### config.mk
export PLATFORM = sky130hd
export DESIGN_NAME = morse_sequencer
export DESIGN_NICKNAME = d
export VERILOG_FILES = /design/src/rtl/morse_pkg.sv /design/src/rtl/morse_tick_gen.sv /design/src/rtl/morse_sequencer.sv
export SDC_FILE = /design/constraint.sdc
export NUM_CORES = 1
export LEC_CHECK = 0
export ABC_AREA = 1
export ABC_CLOCK_PERIOD_IN_PS = 4950
export CAP_MARGIN = 5
export CORE_MARGIN = 3
export CORE_UTILIZATION = 60
export CTS_CLUSTER_SIZE = 30
export DETAILED_ROUTE_END_ITERATION = 6
export PLACE_DENSITY = 0.8
export SYNTH_ARGS = -nofsm -noshare
export SYNTH_HDL_FRONTEND = slang
export SYNTH_SLANG_ARGS = --single-unit
### constraint.sdc
create_clock -name clock -period 4.95 [get_ports clock]
set_clock_uncertainty 0.05 [all_clocks]
set_input_delay 0.99 -clock clock [delete_from_list [all_inputs] [get_ports clock]]
set_output_delay 0.99 -clock clock [all_outputs]
set_load 0.01 [all_outputs]
### src/rtl/morse_pkg.sv
`default_nettype none
// ============================================================================
//  Module      : morse_pkg
//  Description : Shared types and constants for the Morse sequencer: FSM
//                state encoding, letter codes and the 14-bit left-justified
//                on/off patterns for letters S..Z (dot = 1, dash = 111,
//                one off-unit between elements, zero-padded on the right).
//  Revision    : 1.0  initial release
// ============================================================================
package morse_pkg;

  localparam int c_pat_width = 14;

  typedef enum logic [2:0] {
    ST_IDLE   = 3'd0,
    ST_LOAD   = 3'd1,
    ST_SHIFT  = 3'd2,
    ST_GAP    = 3'd3,
    ST_FINISH = 3'd4
  } state_t;

  typedef enum logic [2:0] {
    L_S = 3'd0,
    L_T = 3'd1,
    L_U = 3'd2,
    L_V = 3'd3,
    L_W = 3'd4,
    L_X = 3'd5,
    L_Y = 3'd6,
    L_Z = 3'd7
  } letter_t;

  localparam logic [c_pat_width-1:0] c_pat_s = 14'b10101_000000000;
  localparam logic [c_pat_width-1:0] c_pat_t = 14'b111_00000000000;
  localparam logic [c_pat_width-1:0] c_pat_u = 14'b1010111_0000000;
  localparam logic [c_pat_width-1:0] c_pat_v = 14'b101010111_00000;
  localparam logic [c_pat_width-1:0] c_pat_w = 14'b101110111_00000;
  localparam logic [c_pat_width-1:0] c_pat_x = 14'b11101010111_000;
  localparam logic [c_pat_width-1:0] c_pat_y = 14'b1110101110111_0;
  localparam logic [c_pat_width-1:0] c_pat_z = 14'b11101110101_000;

  function automatic logic [c_pat_width-1:0] pattern_of(input letter_t code);
    logic [c_pat_width-1:0] pat;
    pat = c_pat_s;
    case (code)
      L_S:     pat = c_pat_s;
      L_T:     pat = c_pat_t;
      L_U:     pat = c_pat_u;
      L_V:     pat = c_pat_v;
      L_W:     pat = c_pat_w;
      L_X:     pat = c_pat_x;
      L_Y:     pat = c_pat_y;
      L_Z:     pat = c_pat_z;
      default: pat = c_pat_s;
    endcase
    return pat;
  endfunction

endpackage
`default_nettype wire

### src/rtl/morse_tick_gen.sv
`default_nettype none
// ============================================================================
//  Module      : morse_tick_gen
//  Description : Morse time-unit generator. Counts down from TICK_DIV-1 while
//                enabled and emits a registered one-cycle tick when the count
//                reaches zero, then reloads. restart reloads the counter.
//  Ports       : clock   - system clock
//                reset_n - synchronous active-low reset
//                enable  - count while high
//                restart - reload counter to TICK_DIV-1
//                tick    - one-cycle pulse per time unit
//  Revision    : 1.0  initial release
// ============================================================================
module morse_tick_gen #(
  parameter int TICK_DIV = 25000000
) (
  input  logic clock,
  input  logic reset_n,
  input  logic enable,
  input  logic restart,
  output logic tick
);

  localparam int c_cnt_w = (TICK_DIV > 1) ? $clog2(TICK_DIV) : 1;
  localparam logic [c_cnt_w-1:0] c_reload = c_cnt_w'(TICK_DIV - 1);

  logic [c_cnt_w-1:0] r_count;
  logic               r_tick;

  // The tick is registered, so the pulse lands one cycle after the count hits
  // zero; this extra cycle is what places the first output bit TICK_DIV+1
  // cycles after an accepted start.
  always_ff @(posedge clock) begin
    if (!reset_n) begin
      r_count <= c_reload;
      r_tick  <= 1'b0;
    end else if (restart) begin
      r_count <= c_reload;
      r_tick  <= 1'b0;
    end else if (enable) begin
      if (r_count == '0) begin
        r_count <= c_reload;
        r_tick  <= 1'b1;
      end else begin
        r_count <= r_count - 1'b1;
        r_tick  <= 1'b0;
      end
    end else begin
      r_tick <= 1'b0;
    end
  end

  assign tick = r_tick;

endmodule
`default_nettype wire

### src/rtl/morse_sequencer.sv
`default_nettype none
// ============================================================================
//  Module      : morse_sequencer
//  Description : Plays a buffered message of up to 8 letters (S..Z) as Morse
//                code on led. Each letter is a 14-unit pattern followed by a
//                3-unit silent gap.
//  Options     : MORSE_REPEAT_EN - when defined, the message loops until
//                abort or reset; otherwise playback stops after one pass.
//  Ports       : clock, reset_n (synchronous, active-low)
//                start/msg_len  - play request and letter count
//                abort          - stop playback immediately
//                wr_en/wr_idx/wr_code - buffer write port (idle only)
//                led            - Morse output, 1 = tone on
//                busy           - playback in progress
//                done           - one-cycle pulse per completed pass
//                letter_pos     - buffer index currently playing
//  Revision    : 1.0  initial release
// ============================================================================
module morse_sequencer
  import morse_pkg::*;
#(
  parameter int TICK_DIV = 25000000,
  parameter int MSG_MAX  = 8
) (
  input  logic       clock,
  input  logic       reset_n,
  input  logic       start,
  input  logic       abort,
  input  logic [3:0] msg_len,
  input  logic       wr_en,
  input  logic [2:0] wr_idx,
  input  logic [2:0] wr_code,
  output logic       led,
  output logic       busy,
  output logic       done,
  output logic [2:0] letter_pos
);

  localparam logic [3:0] c_max_len = 4'(MSG_MAX);

  state_t                 r_state, w_state_next;
  logic [c_pat_width-1:0] r_shreg, w_shreg_next;
  logic [3:0]             r_bit_cnt, w_bit_cnt_next;
  logic [1:0]             r_gap_cnt, w_gap_cnt_next;
  logic [3:0]             r_len, w_len_next;
  logic [2:0]             r_pos, w_pos_next;
  logic                   r_led, w_led_next;
  logic                   w_accept;
  logic                   w_tick;
  letter_t                r_buf [MSG_MAX];

  morse_tick_gen #(
    .TICK_DIV (TICK_DIV)
  ) u_tick_gen (
    .clock   (clock),
    .reset_n (reset_n),
    .enable  (busy),
    .restart (w_accept),
    .tick    (w_tick)
  );

  always_ff @(posedge clock) begin
    if (!reset_n) begin
      r_state   <= ST_IDLE;
      r_shreg   <= '0;
      r_bit_cnt <= '0;
      r_gap_cnt <= '0;
      r_len     <= '0;
      r_pos     <= '0;
      r_led     <= 1'b0;
      for (int i = 0; i < MSG_MAX; i++) begin
        r_buf[i] <= L_S;
      end
    end else begin
      r_state   <= w_state_next;
      r_shreg   <= w_shreg_next;
      r_bit_cnt <= w_bit_cnt_next;
      r_gap_cnt <= w_gap_cnt_next;
      r_len     <= w_len_next;
      r_pos     <= w_pos_next;
      r_led     <= w_led_next;
      if (wr_en && (r_state == ST_IDLE)) begin
        r_buf[wr_idx] <= letter_t'(wr_code);
      end
    end
  end

  always_comb begin
    w_state_next   = r_state;
    w_shreg_next   = r_shreg;
    w_bit_cnt_next = r_bit_cnt;
    w_gap_cnt_next = r_gap_cnt;
    w_len_next     = r_len;
    w_pos_next     = r_pos;
    w_led_next     = 1'b0;
    w_accept       = 1'b0;

    case (r_state)
      ST_IDLE: begin
        if (start && (msg_len != 4'd0)) begin
          w_accept     = 1'b1;
          w_len_next   = (msg_len > c_max_len) ? c_max_len : msg_len;
          w_pos_next   = 3'd0;
          w_state_next = ST_LOAD;
        end
      end
      ST_LOAD: begin
        w_shreg_next   = pattern_of(r_buf[r_pos]);
        w_bit_cnt_next = 4'(c_pat_width);
        w_state_next   = ST_SHIFT;
      end
      ST_SHIFT: begin
        w_led_next = r_led;
        if (w_tick) begin
          // The final (14th) bit is always 0 because no pattern is longer
          // than 13 units, so led is already low on entry to GAP.
          w_led_next     = r_shreg[c_pat_width-1];
          w_shreg_next   = {r_shreg[c_pat_width-2:0], 1'b0};
          w_bit_cnt_next = r_bit_cnt - 4'd1;
          if (r_bit_cnt == 4'd1) begin
            w_gap_cnt_next = 2'd3;
            w_state_next   = ST_GAP;
          end
        end
      end
      ST_GAP: begin
        if (w_tick) begin
          w_gap_cnt_next = r_gap_cnt - 2'd1;
          if (r_gap_cnt == 2'd1) begin
            if ({1'b0, r_pos} == (r_len - 4'd1)) begin
              w_state_next = ST_FINISH;
            end else begin
              w_pos_next   = r_pos + 3'd1;
              w_state_next = ST_LOAD;
            end
          end
        end
      end
      ST_FINISH: begin
`ifdef MORSE_REPEAT_EN
        w_pos_next   = 3'd0;
        w_state_next = ST_LOAD;
`else
        w_state_next = ST_IDLE;
`endif
      end
      default: begin
        w_state_next = ST_IDLE;
      end
    endcase

    if (abort && (r_state != ST_IDLE)) begin
      w_state_next = ST_IDLE;
      w_led_next   = 1'b0;
    end
  end

  assign led        = r_led;
  assign busy       = (r_state != ST_IDLE);
  assign done       = (r_state == ST_FINISH);
  assign letter_pos = r_pos;

endmodule
`default_nettype wire

==> flow_summary.toml <==
[outcome]
status = "completed"

[power_and_ir_drop]
power.share.clock_pct = 28.6
p_total_mw = 2.147
leakage_nw = 1.983
switching_power_uw = 758.5
p_int_mw = 1.388
p_comb_share_pct = 31.6
pwr-share-seq_pct = 39.8
p_per_area_nw_per_um2 = 456.6
peakVddDrop_v = 0.0001678
swShare_pct = 35.33

[timing]
timing.final.hold_violations = 0
hold_ws_ns = 0.4150
slew_headroom_pct = 32.76
drv_slew = 0
max_clock_freq_mhz = 319.2
tightest_slew_ns = 1.005
fin_crit_sh_pct = 63.29
setup_viol = 0
rsz0062_at_grt = "no"
setup_tns_ns = 0
layout_setup_ws_ns = 1.817
min_period_ns = 3.133

[detailed_routing]
via_count = 3484
finalWirelength_um = 8544
dr.pass1.iters = 5
viasPerCell = 5.231
antenna_left = 0
drc = 0
post_drt_wl_per_cell_um = 12.83
drt-initial-drc-count = 142

[cts]
cts.sinks = 83
post-cts-setup-buffers = 0
cts_tree = "built"
clk_latency_ns = 0.35
clkTransAtPathRegs_ns = 0.08
htree_levels = 3
cts-resized-gates = 0
cts_made_buffers = 9
cts_buffer_depth = 2
hold_buffers = 0
cts_root_buffer = "clkbuf_8"

[floorplan]
core_sq_um = 6568
die_w_um = 89.62
initial_core_util_pct = 63.88
io_pins = 21
die_area_sq_um = 8032
rows = 29
fp.dieH_um = 89.62

[synth]
mappedNetlistArea_sq_um = 4195
syn_inst = 548
avgSynthCellArea_sq_um = 7.656
synth_top_area_cell = "dfxtp_1"
synth_seq_area_share_pct = 45.33
synth_nets = 569
synth_warnings = 0
yosysTopAreaCellShare_pct = 28.15
synthTopCellsByArea = "dfxtp_1 (28%), edfxtp_1 (17%), nand2_1 (9.9%)"
synth_edf_count = 24
synth.distinct_cells = 43
synth-async-reset-ratio_pct = 0
ys.flop_type = "dfxtp_1"
ys_seq_elements = 83

[grt]
grt_max_degree = 27
antenna_found_initial = 0
grt_pass1_wl_um = 14300
grt_pass1_vias = 3362
grt_overflow = 0
grt_usage_pct = 23.00

[place]
gp_congestion = 0.8812
numPortBuffers = 20
dp_hpwl_um = 6276
place_ws_ns = 1.555

[critical_path]
crit_type = "in -> reg"
rr_worst_depth = 10
critPathCaptureType = "flop"
path_max_fanout = 26
critPathRequiredTime_ns = 5.18
critPathArrivalTime_ns = 3.36
crit_path_start_kind = "primary input"

[final_layout]
seqCellArea_sq_um = 1902
area_delta_synth_final_pct = 12.08
drive_above_1_share_pct = 9.948
multi_input_area_sq_um = 1922
nets = 589
antenna_cells = 0
fillCellCount = 507
utilization_pct = 71.59

[min_path]
whs_path_depth = 2
hp-class = "reg -> reg"

[flow_run]
maxCapViolations = 0
cells by family (layout without fill, tap and decap cells):
kind of cell | after synthesis | in the layout | synth area share (%)
AND/OR/NAND/NOR | 275 | 275 | 30.18
buffers and inverters | 89 | 114 | 8.858
flip-flops | 83 | 83 | 45.33
AO/OA/AOI/OAI | 82 | 82 | 11.12
XOR/XNOR | 13 | 13 | 2.714
adder cells (fa/ha/maj) | 6 | 6 | 1.789
final cells by class:
cell class / instances / area share [%]
clock buffer: 14 / 4.364
timing repair buffer: 20 / 4.258
inverter: 78 / 6.307
clock inverter: 2 / 1.277
multi-input combinational: 376 / 40.87
tap: 93 / 2.475
sequential: 83 / 40.45
cell usage after synthesis (5+ instances only):
cell type / n
nand4_1: 6
o21ai_0: 27
edfxtp_1: 24
nor2_2: 6
or2_2: 5
a21oi_1: 31
nand2_1: 111
nand3_1: 35
nor3_1: 7
inv_1: 71
dfxtp_1: 59
inv_2: 5
nor2_1: 83
ha_1: 6
xor2_1: 11
state kept, by name, indices dropped and copies added (netlist names), named ones only:
register,cells
led,1
letter_pos,3
r_bit_cnt,4
r_buf,24
r_gap_cnt,2
r_len,4
r_shreg,13
r_state,3
u_tick_gen.r_count,25
u_tick_gen.tick,1
power by group through the flow:
| stage | logic (mW) | clock network, mW | registers [mW] |
|---|---|---|---|
| after floorplan | 0.558 | 0 | 0.849 |
| after global placement | 0.654 | 0 | 0.866 |
| after detailed placement | 0.668 | 0 | 0.869 |
| after CTS | 0.672 | 0.616 | 0.854 |
| after global routing | 0.775 | 0.642 | 0.868 |
| final | 0.678 | 0.614 | 0.855 |
metrics by stage:
step,area [sq um],cells
after floorplan,4195,548
after global placement,4437,650
after detailed placement,4437,650
after CTS,4702,666
after global routing,4702,666
final,4702,666
cell usage in the layout (no fill, tap or decap), types with 2 or more instances in the layout:
cell / n
nand2_4: 4
dfxtp_1: 59
nand4_1: 6
or2_2: 5
o21ai_1: 4
xnor2_1: 2
nand3b_1: 3
o31ai_1: 2
inv_2: 5
clkdlybuf4s50_1: 20
clkbuf_8: 11
nand2_1: 111
nand2_2: 4
nor2_1: 83
nor2_4: 4
clkbuf_16: 2
a21oi_1: 31
o22ai_1: 2
bufinv_16: 2
a31oi_1: 4
nor2_2: 6
nor3_1: 7
ha_1: 6
a21oi_2: 4
o211ai_1: 2
o21ai_2: 4
o21ai_0: 27
xor2_1: 11
inv_1: 71
edfxtp_1: 24
nand3_1: 35
path summary, 6_finish.rpt:
kind / startpoint / end / slack, ns
worst min register to register: r_shreg[11] / r_shreg[11] / 0.41
worst max register to register: r_state[2] / r_bit_cnt[2] / 2.81
worst min-delay path: r_shreg[11] / r_shreg[11] / 0.41
worst max-delay path: reset_n / u_tick_gen.r_count[7] / 1.82
worst max-delay path, cell delays in order:
cell and delay [ns]:
clkdlybuf4s50_1 1.13, inv_1 0.46, nor2_4 0.33, nand2_8 0.13, inv_4 0.13, o21ai_1 0.07
a21oi_1 0.10
per-layer routing:
metal / global-route usage, % / wire length, um / vias to the layer above
met5: 0 / 0 / -
met4: 10.83 / 145 / 0
met3: 3.650 / 371 / 15
met2: 38.10 / 4020 / 79
met1: 29.40 / 4007 / 1582
li1: - / - / 1808
Note: power is estimated with default switching activity, not from simulation.
